### src/rtl/id_stage_pipe.sv
// Decode stage: register file with write-first bypass, operand forwarding, branch compare/target, D->E pipeline register.
// Latency: comb outputs same cycle, E outputs one clk later; StallE holds and FlushE bubbles the E register.
module id_stage_pipe #(
    parameter int XLEN = 32,
    parameter int NREG = 32,
    localparam int AW = $clog2(NREG)
) (
    input  logic            clk,
    input  logic            reset,
    input  logic [31:0]     InstrD,
    input  logic [XLEN-1:0] PCPlus4D,
    input  logic            ValidD,
    input  logic [AW-1:0]   WriteRegW,
    input  logic [XLEN-1:0] ResultW,
    input  logic            RegWriteW,
    input  logic [XLEN-1:0] ALUOutM,
    input  logic [1:0]      ForwardAD,
    input  logic [1:0]      ForwardBD,
    input  logic            StallE,
    input  logic            FlushE,
    output logic [5:0]      Op,
    output logic [5:0]      Funct,
    output logic [AW-1:0]   RsD,
    output logic [AW-1:0]   RtD,
    output logic            EqualD,
    output logic [XLEN-1:0] PCBranchD,
    output logic [XLEN-1:0] AE,
    output logic [XLEN-1:0] BE,
    output logic [XLEN-1:0] SignImmE,
    output logic [AW-1:0]   RsE,
    output logic [AW-1:0]   RtE,
    output logic [AW-1:0]   RdE,
    output logic            ValidE
);

    typedef struct packed {
        logic [XLEN-1:0] a;
        logic [XLEN-1:0] b;
        logic [XLEN-1:0] imm;
        logic [AW-1:0]   rs;
        logic [AW-1:0]   rt;
        logic [AW-1:0]   rd;
        logic            vld;
    } e_reg_t;

    logic [XLEN-1:0] rf [NREG];
    logic [AW-1:0]   rd_d;
    logic [XLEN-1:0] rs_dat, rt_dat, a_dat, b_dat, sign_imm;
    logic            wr_en, byp_en;
    e_reg_t          e_d, e_q;

    assign Op       = InstrD[31:26];
    assign Funct    = InstrD[5:0];
    assign RsD      = InstrD[21 +: AW];
    assign RtD      = InstrD[16 +: AW];
    assign rd_d     = InstrD[11 +: AW];
    assign sign_imm = XLEN'($signed(InstrD[15:0]));

    assign wr_en  = RegWriteW && (WriteRegW != '0);
    // Bypass is suppressed in a reset cycle, where the write itself is discarded.
    assign byp_en = wr_en && !reset;

    always_ff @(posedge clk) begin
        if (reset) begin
            for (int i = 0; i < NREG; i++) rf[i] <= '0;
        end else if (wr_en) begin
            rf[WriteRegW] <= ResultW;
        end
    end

    always_comb begin
        rs_dat = rf[RsD];
        rt_dat = rf[RtD];
        if (byp_en && WriteRegW == RsD) rs_dat = ResultW;
        if (byp_en && WriteRegW == RtD) rt_dat = ResultW;
        if (RsD == '0) rs_dat = '0;
        if (RtD == '0) rt_dat = '0;
    end

    always_comb begin
        case (ForwardAD)
            2'b01:   a_dat = ALUOutM;
            2'b10:   a_dat = ResultW;
            default: a_dat = rs_dat;
        endcase
        case (ForwardBD)
            2'b01:   b_dat = ALUOutM;
            2'b10:   b_dat = ResultW;
            default: b_dat = rt_dat;
        endcase
    end

    assign EqualD    = (a_dat == b_dat);
    assign PCBranchD = PCPlus4D + (sign_imm << 2);

    always_comb begin
        e_d.a   = a_dat;
        e_d.b   = b_dat;
        e_d.imm = sign_imm;
        e_d.rs  = RsD;
        e_d.rt  = RtD;
        e_d.rd  = rd_d;
        e_d.vld = ValidD;
    end

    always_ff @(posedge clk) begin
        if (reset || FlushE) begin
            e_q <= '0;
        end else if (!StallE) begin
            e_q <= e_d;
        end
    end

    assign AE       = e_q.a;
    assign BE       = e_q.b;
    assign SignImmE = e_q.imm;
    assign RsE      = e_q.rs;
    assign RtE      = e_q.rt;
    assign RdE      = e_q.rd;
    assign ValidE   = e_q.vld;

endmodule

### config.mk
export PLATFORM = sky130hd
export DESIGN_NAME = id_stage_pipe
export DESIGN_NICKNAME = d
export VERILOG_FILES = /design/src/rtl/id_stage_pipe.sv
export SDC_FILE = /design/constraint.sdc
export NUM_CORES = 2
export LEC_CHECK = 0
export ABC_CLOCK_PERIOD_IN_PS = 3900
export CAP_MARGIN = 20
export CORE_MARGIN = 2
export CORE_UTILIZATION = 55
export DETAILED_ROUTE_END_ITERATION = 10
export PLACE_DENSITY_LB_ADDON = 0.15
export SLEW_MARGIN = 20
export SYNTH_ARGS = -nofsm -noshare
export SYNTH_HDL_FRONTEND = slang
export SYNTH_SLANG_ARGS = --single-unit
### constraint.sdc
create_clock -name clk -period 3.9 [get_ports clk]
set_clock_uncertainty 0.05 [all_clocks]
set_input_delay 0.585 -clock clk [delete_from_list [all_inputs] [get_ports clk]]
set_output_delay 0.585 -clock clk [all_outputs]
set_load 0.05 [all_outputs]
* Yosys cells after proc, flatten, opt, wreduce, memory -nomap -nowiden
Memory sizes are Yosys's and may differ from the RTL's. Index checks and enable logic that the tools add are counted.
Operators by class: mux-type cells 14, $add $sub $neg 1, equal/unequal tests 7, reduce and logical (&&, ||, !) cells 10
Operators by type and width (count):
- 2-to-1 mux 32 bit | 5
- case mux 32 bit (2 select lines) | 2
- adder 32 bit | 1
- equality test 32 bit | 1
- OR reduction 32 bit | 1
- equality test 5 bit | 2
- zero test 5 bit | 2
- 2-to-1 mux 1 bit | 6
- 2-to-1 mux 5 bit | 1
- nonzero test 5 bit | 1
- equality test 2 x 1 -> 1 bit, second input constant | 2
- equality test 2 bit, second input constant | 2
- logical AND 1 bit | 4
- zero test 1 bit | 1
- logical OR 1 bit | 1
Storage, ports and cells: flip-flop bits (word level) 96, memories kept 1, output and inout bits 167, word-level logic and storage cells 40, RAM bits 1024, input bits 143
Memories:
- rf | depth 32, width 32, rd ports 2, clocked after Yosys merged registers in 0, write ports 32, line 46 | logic [XLEN-1:0] rf [NREG];

* Logic depth before layout (Yosys ltp)
depth in word-level cells 8, mapped depth 14, depth with buffers taken out 12

* Least setup slack after synthesis
No wires, ideal clock.
kind in2out, start point input ForwardAD[0], end point output EqualD, path slack -0.416 ns, data required time 3.265 ns, data arrival time 3.681 ns, buffers on the path 2, stages on the path 12, cells stage by stage inv_1 ha_1 clkbuf_1 clkinv_1 o31ai_4 buf_2 a21oi_1 a22o_1 xor2_1 nor4_1 nand3_1 nor4_2
On the way: longest elaborated chain between the ends 3, elaborated cells on any way between the ends 4
RTL lines:
- start, declared | line 17 | input logic [1:0] ForwardAD,
- equality test 2 bit or equality test 2 x 1 -> 1 bit (tied branches) | line 81 | case (ForwardAD)
- case mux 32 bit (2 select lines) (*) | line 81
- equality test 32 bit (*) | line 93 | assign EqualD = (a_dat == b_dat);
- end, declared | line 25 | output logic EqualD,
Mark *: on every way between the ends. The rest lies on a longest branch, timed or not.

* Final worst setup path
start point input InstrD[25], end point output EqualD
On the way: longest elaborated chain between the ends 6, elaborated cells on any way between the ends 8
RTL lines:
- start, declared | line 10 | input logic [31:0] InstrD,
- branches (longest 3 deep; another with memory (32 x 32 bit))
- 2-to-1 mux 32 bit (*) | line 76 | if (RsD == '0) rs_dat = '0;
- case mux 32 bit (2 select lines) (*) | line 81
- equality test 32 bit (*) | line 93
Mark *: on every way between the ends.

==> results.toml <==
[run_status]
status = "complete, but fails checks"
failed_checks = "setup timing"

[grt]
grt_pass1_wl_um = 358000
antenna_found_initial = 29
grt_pass1_vias = 46300
grt_max_degree = 92
overflow = 0
grt_usage_pct = 45.0

[drt]
drtIter0Drc = 8730
wl_per_cell_um = 37.4
wl_um = 262000
vias = 48700
vias_per_cell = 6.93
ant_nets = 0
first_pass_iters = 6
drcViolationCount = 0

[timing]
max_freq_mhz = 213
worst_slew_pin_slew_ns = 1.02
slew_viol_final = 0
setup_slack_ns = -0.800
setup-violations-final = 1
rsz0062_at_grt = "yes"
finalHoldViolCount = 0
period_minus_slack_ns = 4.70
min_period_over_period_pct = 121
slew_headroom_pct = 32.2

[setup_path]
reg2reg_from = "rf[0][15]"
cp_max_fo = 10
crit_required_ns = 3.26
rrSetupSlack_ns = 0.22
cp-endpoint = "EqualD"
reg2reg_to = "AE[15]"
cp-start-kind = "input pin"
worst-setup-path-type = "in -> out"
ff2ff_path_depth = 22
critPathArrivalTime_ns = 4.06
crit_start = "InstrD[25]"
end_kind = "output pin"

[worst_hold_path]
hp-class = "in -> reg"

[die]
std_cell_rows = 122
ios = 310
fp.dieH_um = 338
fp.coreArea_mm2 = 0.111
die_w_um = 338
initial_core_util_pct = 55.5
dieArea_mm2 = 0.114

[pwr]
power_density_mw_per_mm2 = 419
p_leak_nw = 29.0
peakVddDrop_mv = 0.393

[final_layout]
drive_gt1_share_pct = 32.1
final_cell_mix = "edfxtp_1 (1024), and2_1 (1000), buf_4 (779)"
multiInputGateArea_mm2 = 0.0274
mostFrequentLayoutCell = "edfxtp_1"
final_net_count = 5587
finalInstanceArea_mm2 = 0.0777
area_delta_synth_final_pct = 26.5
instances_no_fill = 7019
seq_area_mm2 = 0.0326
fin_util_pct = 70.2
fillCellCount = 7542

[placed_design]
place_worst_setup_slack_ns = -1.05
place_area_mm2 = 0.0720
place_inst = 6710
gp_congestion = 1.14
numPortBuffers = 293
dp_hpwl_um = 177000

[logic_synthesis]
ys_types = 85
syn_inst = 4543
yosys_warnings = 0
ys_seq_area_share_pct = 53.0
avgSynthCellArea_um2 = 13.5
netlist_area_mm2 = 0.0614
ys_seq_elements = 1115
async_reset_ff_share_pct = 0
synth_edf_count = 1024
synth-main-ff-cell = "edfxtp_1"

[clocking]
h-tree-depth = 3
ctsRootBufferMaster = "clkbuf_16"
numCtsBuffers = 118
cts_tree = "built"
clock_latency_ns = 0.78
clk_pin_slew_ns = 0.06
cts_sinks = 1115
cts.path.max_buffers = 3

[flow_run]
cap_violations = 0
==> flip-flops by register name, summed over array words and instances (netlist names) <==
register  count
rf         1024
AE           32
BE           32
SignImmE     16
RsE           5
RtE           5
ValidE        1
==> final cells by class <==
type,count,area share (%)
Multi-Input combinational cell,2949,35.3
Tap cell,1488,2.40
Clock inverter,70,1.16
Sequential cell,1115,41.9
Antenna cell,19,0.0612
Timing Repair Buffer,1201,14.9
Clock buffer,152,4.08
Inverter,25,0.121
==> what timing repair did <==
item | 4_1_cts | 5_1_grt
cloned | 1 | 3
gates resized for setup | 135 | 117
hold buffers | 0 | 0
endpoints found under the setup margin | 13 | 15
buffers inserted | 42 | 31
hold endpoints to repair | 0 | 0
pin swaps | 51 | 56
==> cells by family after synthesis <==
logic type	share of synthesized area, %
AO/OA/AOI/OAI	7.30
other	0.00611
AND/OR/NAND/NOR	13.9
buffers and inverters	4.24
XOR/XNOR	0.911
multiplexers	19.9
adder cells (fa/ha/maj)	0.705
flip-flops	53.0
==> worst min-delay path by stage <==
stage	from	to	slack [ns]	cells after the start
after global placement	AE[0]	AE[0]	0.40	2
after global routing	InstrD[0]	SignImmE[0]	0.21	4
after floorplan	AE[6]	AE[6]	0.64	2
final	InstrD[0]	SignImmE[0]	0.17	4
after detailed placement	AE[1]	AE[1]	0.41	2
after CTS	InstrD[0]	SignImmE[0]	0.21	4
==> worst max-delay path: stages <==
cell      delay [ns]
buf_2           0.36
nor3b_2         0.11
buf_4           0.22
buf_12          0.17
a221oi_1        0.38
o21ai_0         0.15
o22a_1          0.34
o21ai_1         0.46
xnor2_2         0.19
nand4_1         0.26
nor4_4          0.46
buf_4           0.20
buf_12          0.13
==> metal layers <==
layer  wire, µm  global-route usage (%)  part of all wire, %
met2     110000                    63.4                   42
met5        796                    3.29                 0.30
met4      18300                    26.6                  7.0
met1      90300                    58.3                   34
met3      42700                    18.4                   16
==> synthesized netlist by cell type, types with 8 or more instances <==
cell type	number	area share [%]
edfxtp_1	1024	50
or2_2	37	0.38
o221ai_1	11	0.16
o211ai_1	19	0.23
o22ai_1	91	0.93
o21ai_1	12	0.098
buf_4	70	0.86
a221o_1	22	0.36
nand2b_1	10	0.10
nand3_1	34	0.28
a22oi_1	102	1.2
clkbuf_1	283	1.7
a211oi_1	28	0.34
inv_1	21	0.13
a22o_1	13	0.19
nand2_1	98	0.60
a21oi_1	81	0.66
a31oi_1	12	0.12
nor4_1	10	0.10
o2111ai_1	9	0.13
mux4_2	411	15
mux2i_1	287	4.7
a221oi_1	62	0.88
and3_1	8	0.082
buf_6	34	0.62
nor3_1	20	0.16
o21ai_0	87	0.71
xor2_1	25	0.36
xnor2_1	37	0.53
ha_1	33	0.67
nor2_1	207	1.3
buf_1	19	0.12
dfxtp_1	91	3.0
buf_2	72	0.59
and2_1	1000	10
o22a_1	11	0.16
nor2b_1	17	0.17
==> metrics by stage <==
| stage | power (mW) | TNS, ns | hold WS, ns |
|---|---|---|---|
| CTS | 32.1 | -1.13 | 0.205 |
| global placement | 20.2 | -3.58 | 0.400 |
| detailed placement | 20.3 | -3.64 | 0.405 |
| floorplan | 17.1 | -0.133 | 0.636 |
| global route | 33.1 | -0.776 | 0.211 |
| finish | 32.6 | -0.800 | 0.169 |
==> where the power goes <==
part           leakage [nW]  switching [mW]  internal (mW)  total, mW
Clock                  1.98            5.01           6.94       12.0
Combinational          16.6            3.75           2.84       6.59
Sequential             10.5           0.345           13.7       14.0
Note: power is estimated with default switching activity, not from simulation.
==> RTL change (config.mk and constraints unchanged) <==
Change the parameter `NREG` from 32 to 16.
--- a/src/rtl/id_stage_pipe.sv
+++ b/src/rtl/id_stage_pipe.sv
@@ -2,7 +2,7 @@
 // Latency: comb outputs same cycle, E outputs one clk later; StallE holds and FlushE bubbles the E register.
 module id_stage_pipe #(
     parameter int XLEN = 32,
-    parameter int NREG = 32,
+    parameter int NREG = 16,
     localparam int AW = $clog2(NREG)
 ) (
     input  logic            clk,
Interface: changed (6 resized); port bits go from 310 to 304. The function was not compared with the original's and may differ.
==> RTL change against the unedited design <==
- the run still ends with negative setup slack left
- area after synthesis is 46% lower
- global-route usage shrank 8.1 points
- final cell count is 45% lower
- wire length shrank 56%
- total power down 46%
- sequential cell count is 514 lower
- final area is 45% lower
- combinational power is 39% lower
- worst setup slack better by 0.34 ns
- critical path type unchanged
- highest routed layer unchanged
==> RTL change: results (changes against the unedited design) <==
largest cells by area after synthesis - edfxtp_1 (46%), mux4_2 (17%), and2_1 (9.1%)
CTS Buffer Depth - 3 (unchanged)
initial antenna violation count - 6 (-79%)
largest net degree at the start of global routing - 63 (-32%)
Max FO, Critical Path - 14 (+4)
Port Buffers - 285 (-2.7%)
Post-Route Setup TNS - -0.463 ns (+0.337 ns)
worst-skew pair later-pin latency - 0.66 ns (-0.12 ns)
max reg flops - 512 (-50%)
H-tree depth - 2 (-1)
Leak - 0.0159 uW (-45%)
Via density - 6.48 (-6.5%)
WHS Path Cells - 3 (-1)
commonest cells in the netlist - edfxtp_1 (512), and2_1 (485), mux4_2 (256)
placed cell areas - 39700 um2 (-45%)
initial DRC count - 3403 (-61%)
# nets final - 3211 (-43%)
Critical Path AT - 3.73 ns (-0.33 ns)
first-pass GRT wire length - 168000 um (-53%)
CTS buffer count - 61 (-48%)
Post-synth EDFFs - 512 (-50%)
post-synth cell types - 58 (-32%)
Final setup viols - 1 (unchanged)
Max rail drop VDD - 0.000401 V (+2.0%)
post-DP HPWL - 78600 um (-56%)
number of global-route vias before repair - 25531 (-45%)
run status - complete, but fails checks
Worst R2R Path Depth - 14 (-36%)
min setup slack post-route - -0.463 ns (+0.337 ns)
Placement Setup Slack - -0.597 ns (+0.458 ns)
GRT Total Usage - 37.0% (-8.1 points)
sequential area share after synthesis - 51.7% (-1.3 points)
RD Place Congestion - 0.938 (-18%)
Worst slew margin - 43.3% (+11 points)
layout cells sized above 1 - 31.0% (-1.1 points)
failing checks - negative setup slack
## RTL change: changes by cell type after synthesis, moves of 72 or more
cell / delta
a22oi_1: -74
and2_1: -515
clkbuf_1: -120
edfxtp_1: -512
mux2i_1: -171
mux4_2: -155
o21ai_0: -72
## RTL change: metrics by stage
step / std cells / util (%)
floorplan: 2517 / -
global route: 3867 / 70.7
detailed placement: 3709 / 66.1
global placement: 3709 / 66.1
CTS: 3856 / 70.4
finish: 3871 / 70.7
## RTL change: path summary, 6_finish.rpt
check                from  slack, ns      to
max          WriteRegW[1]      -0.46  EqualD
min            InstrD[11]       0.23  RdE[0]
min reg2reg        AE[27]       0.45  AE[27]
max reg2reg    rf[13][15]       1.05  AE[15]
## RTL change: timing repair
action | in CTS | in global routing
setup buffers | 34 | 9
pin swaps | 56 | 32
endpoints found under the setup margin | 12 | 8
gates cloned | 2 | 0
hold buffers | 0 | 0
gates resized for setup | 101 | 49
## RTL change: layer usage
layer / GRT usage (%) / share of wire [%] / up-vias
met5: 0 / 0.011 / -
met4: 16.9 / 4.9 / 2
met3: 8.97 / 12 / 338
met2: 59.2 / 47 / 1778
met1: 48.1 / 37 / 12484
li1: - / - / 10479
## RTL change: critical path, cell delays in order
cell and delay (ns):
dlygate4sd2_1 0.24, or4_4 0.57, and2_4 0.17, buf_12 0.13, a31o_4 0.30, a222oi_1 0.53
xnor2_1 0.18, nor4_2 0.32, buf_4 0.15, nand4_1 0.12, nor3_4 0.26, buf_12 0.17
## RTL change: logic make-up after synthesis
logic type,count (synthesis),synth area share (%)
AO/OA/AOI/OAI,298,6.19
XOR/XNOR,69,1.82
adder cells (fa/ha/maj),34,1.30
buffers and inverters,273,3.83
flip-flops,601,51.7
multiplexers,387,21.4
other,1,0.0113
AND/OR/NAND/NOR,823,13.7
## RTL change: final cells by class
cell class	count	area, um2	area share (%)
diodes	6	15.0	0.0354
clock buffers	73	1640	3.85
clock inverters	38	377	0.887
inverters	8	30.0	0.0707
multi-input cells	1644	15300	36.1
flip-flops and latches	601	17200	40.4
well taps	782	978	2.30
repair buffers	719	6920	16.3
## RTL change: report_power, final
group | switching, uW | internal [uW]
clock network | 2580 | 3380
registers | 190 | 7330
logic | 2160 | 1890
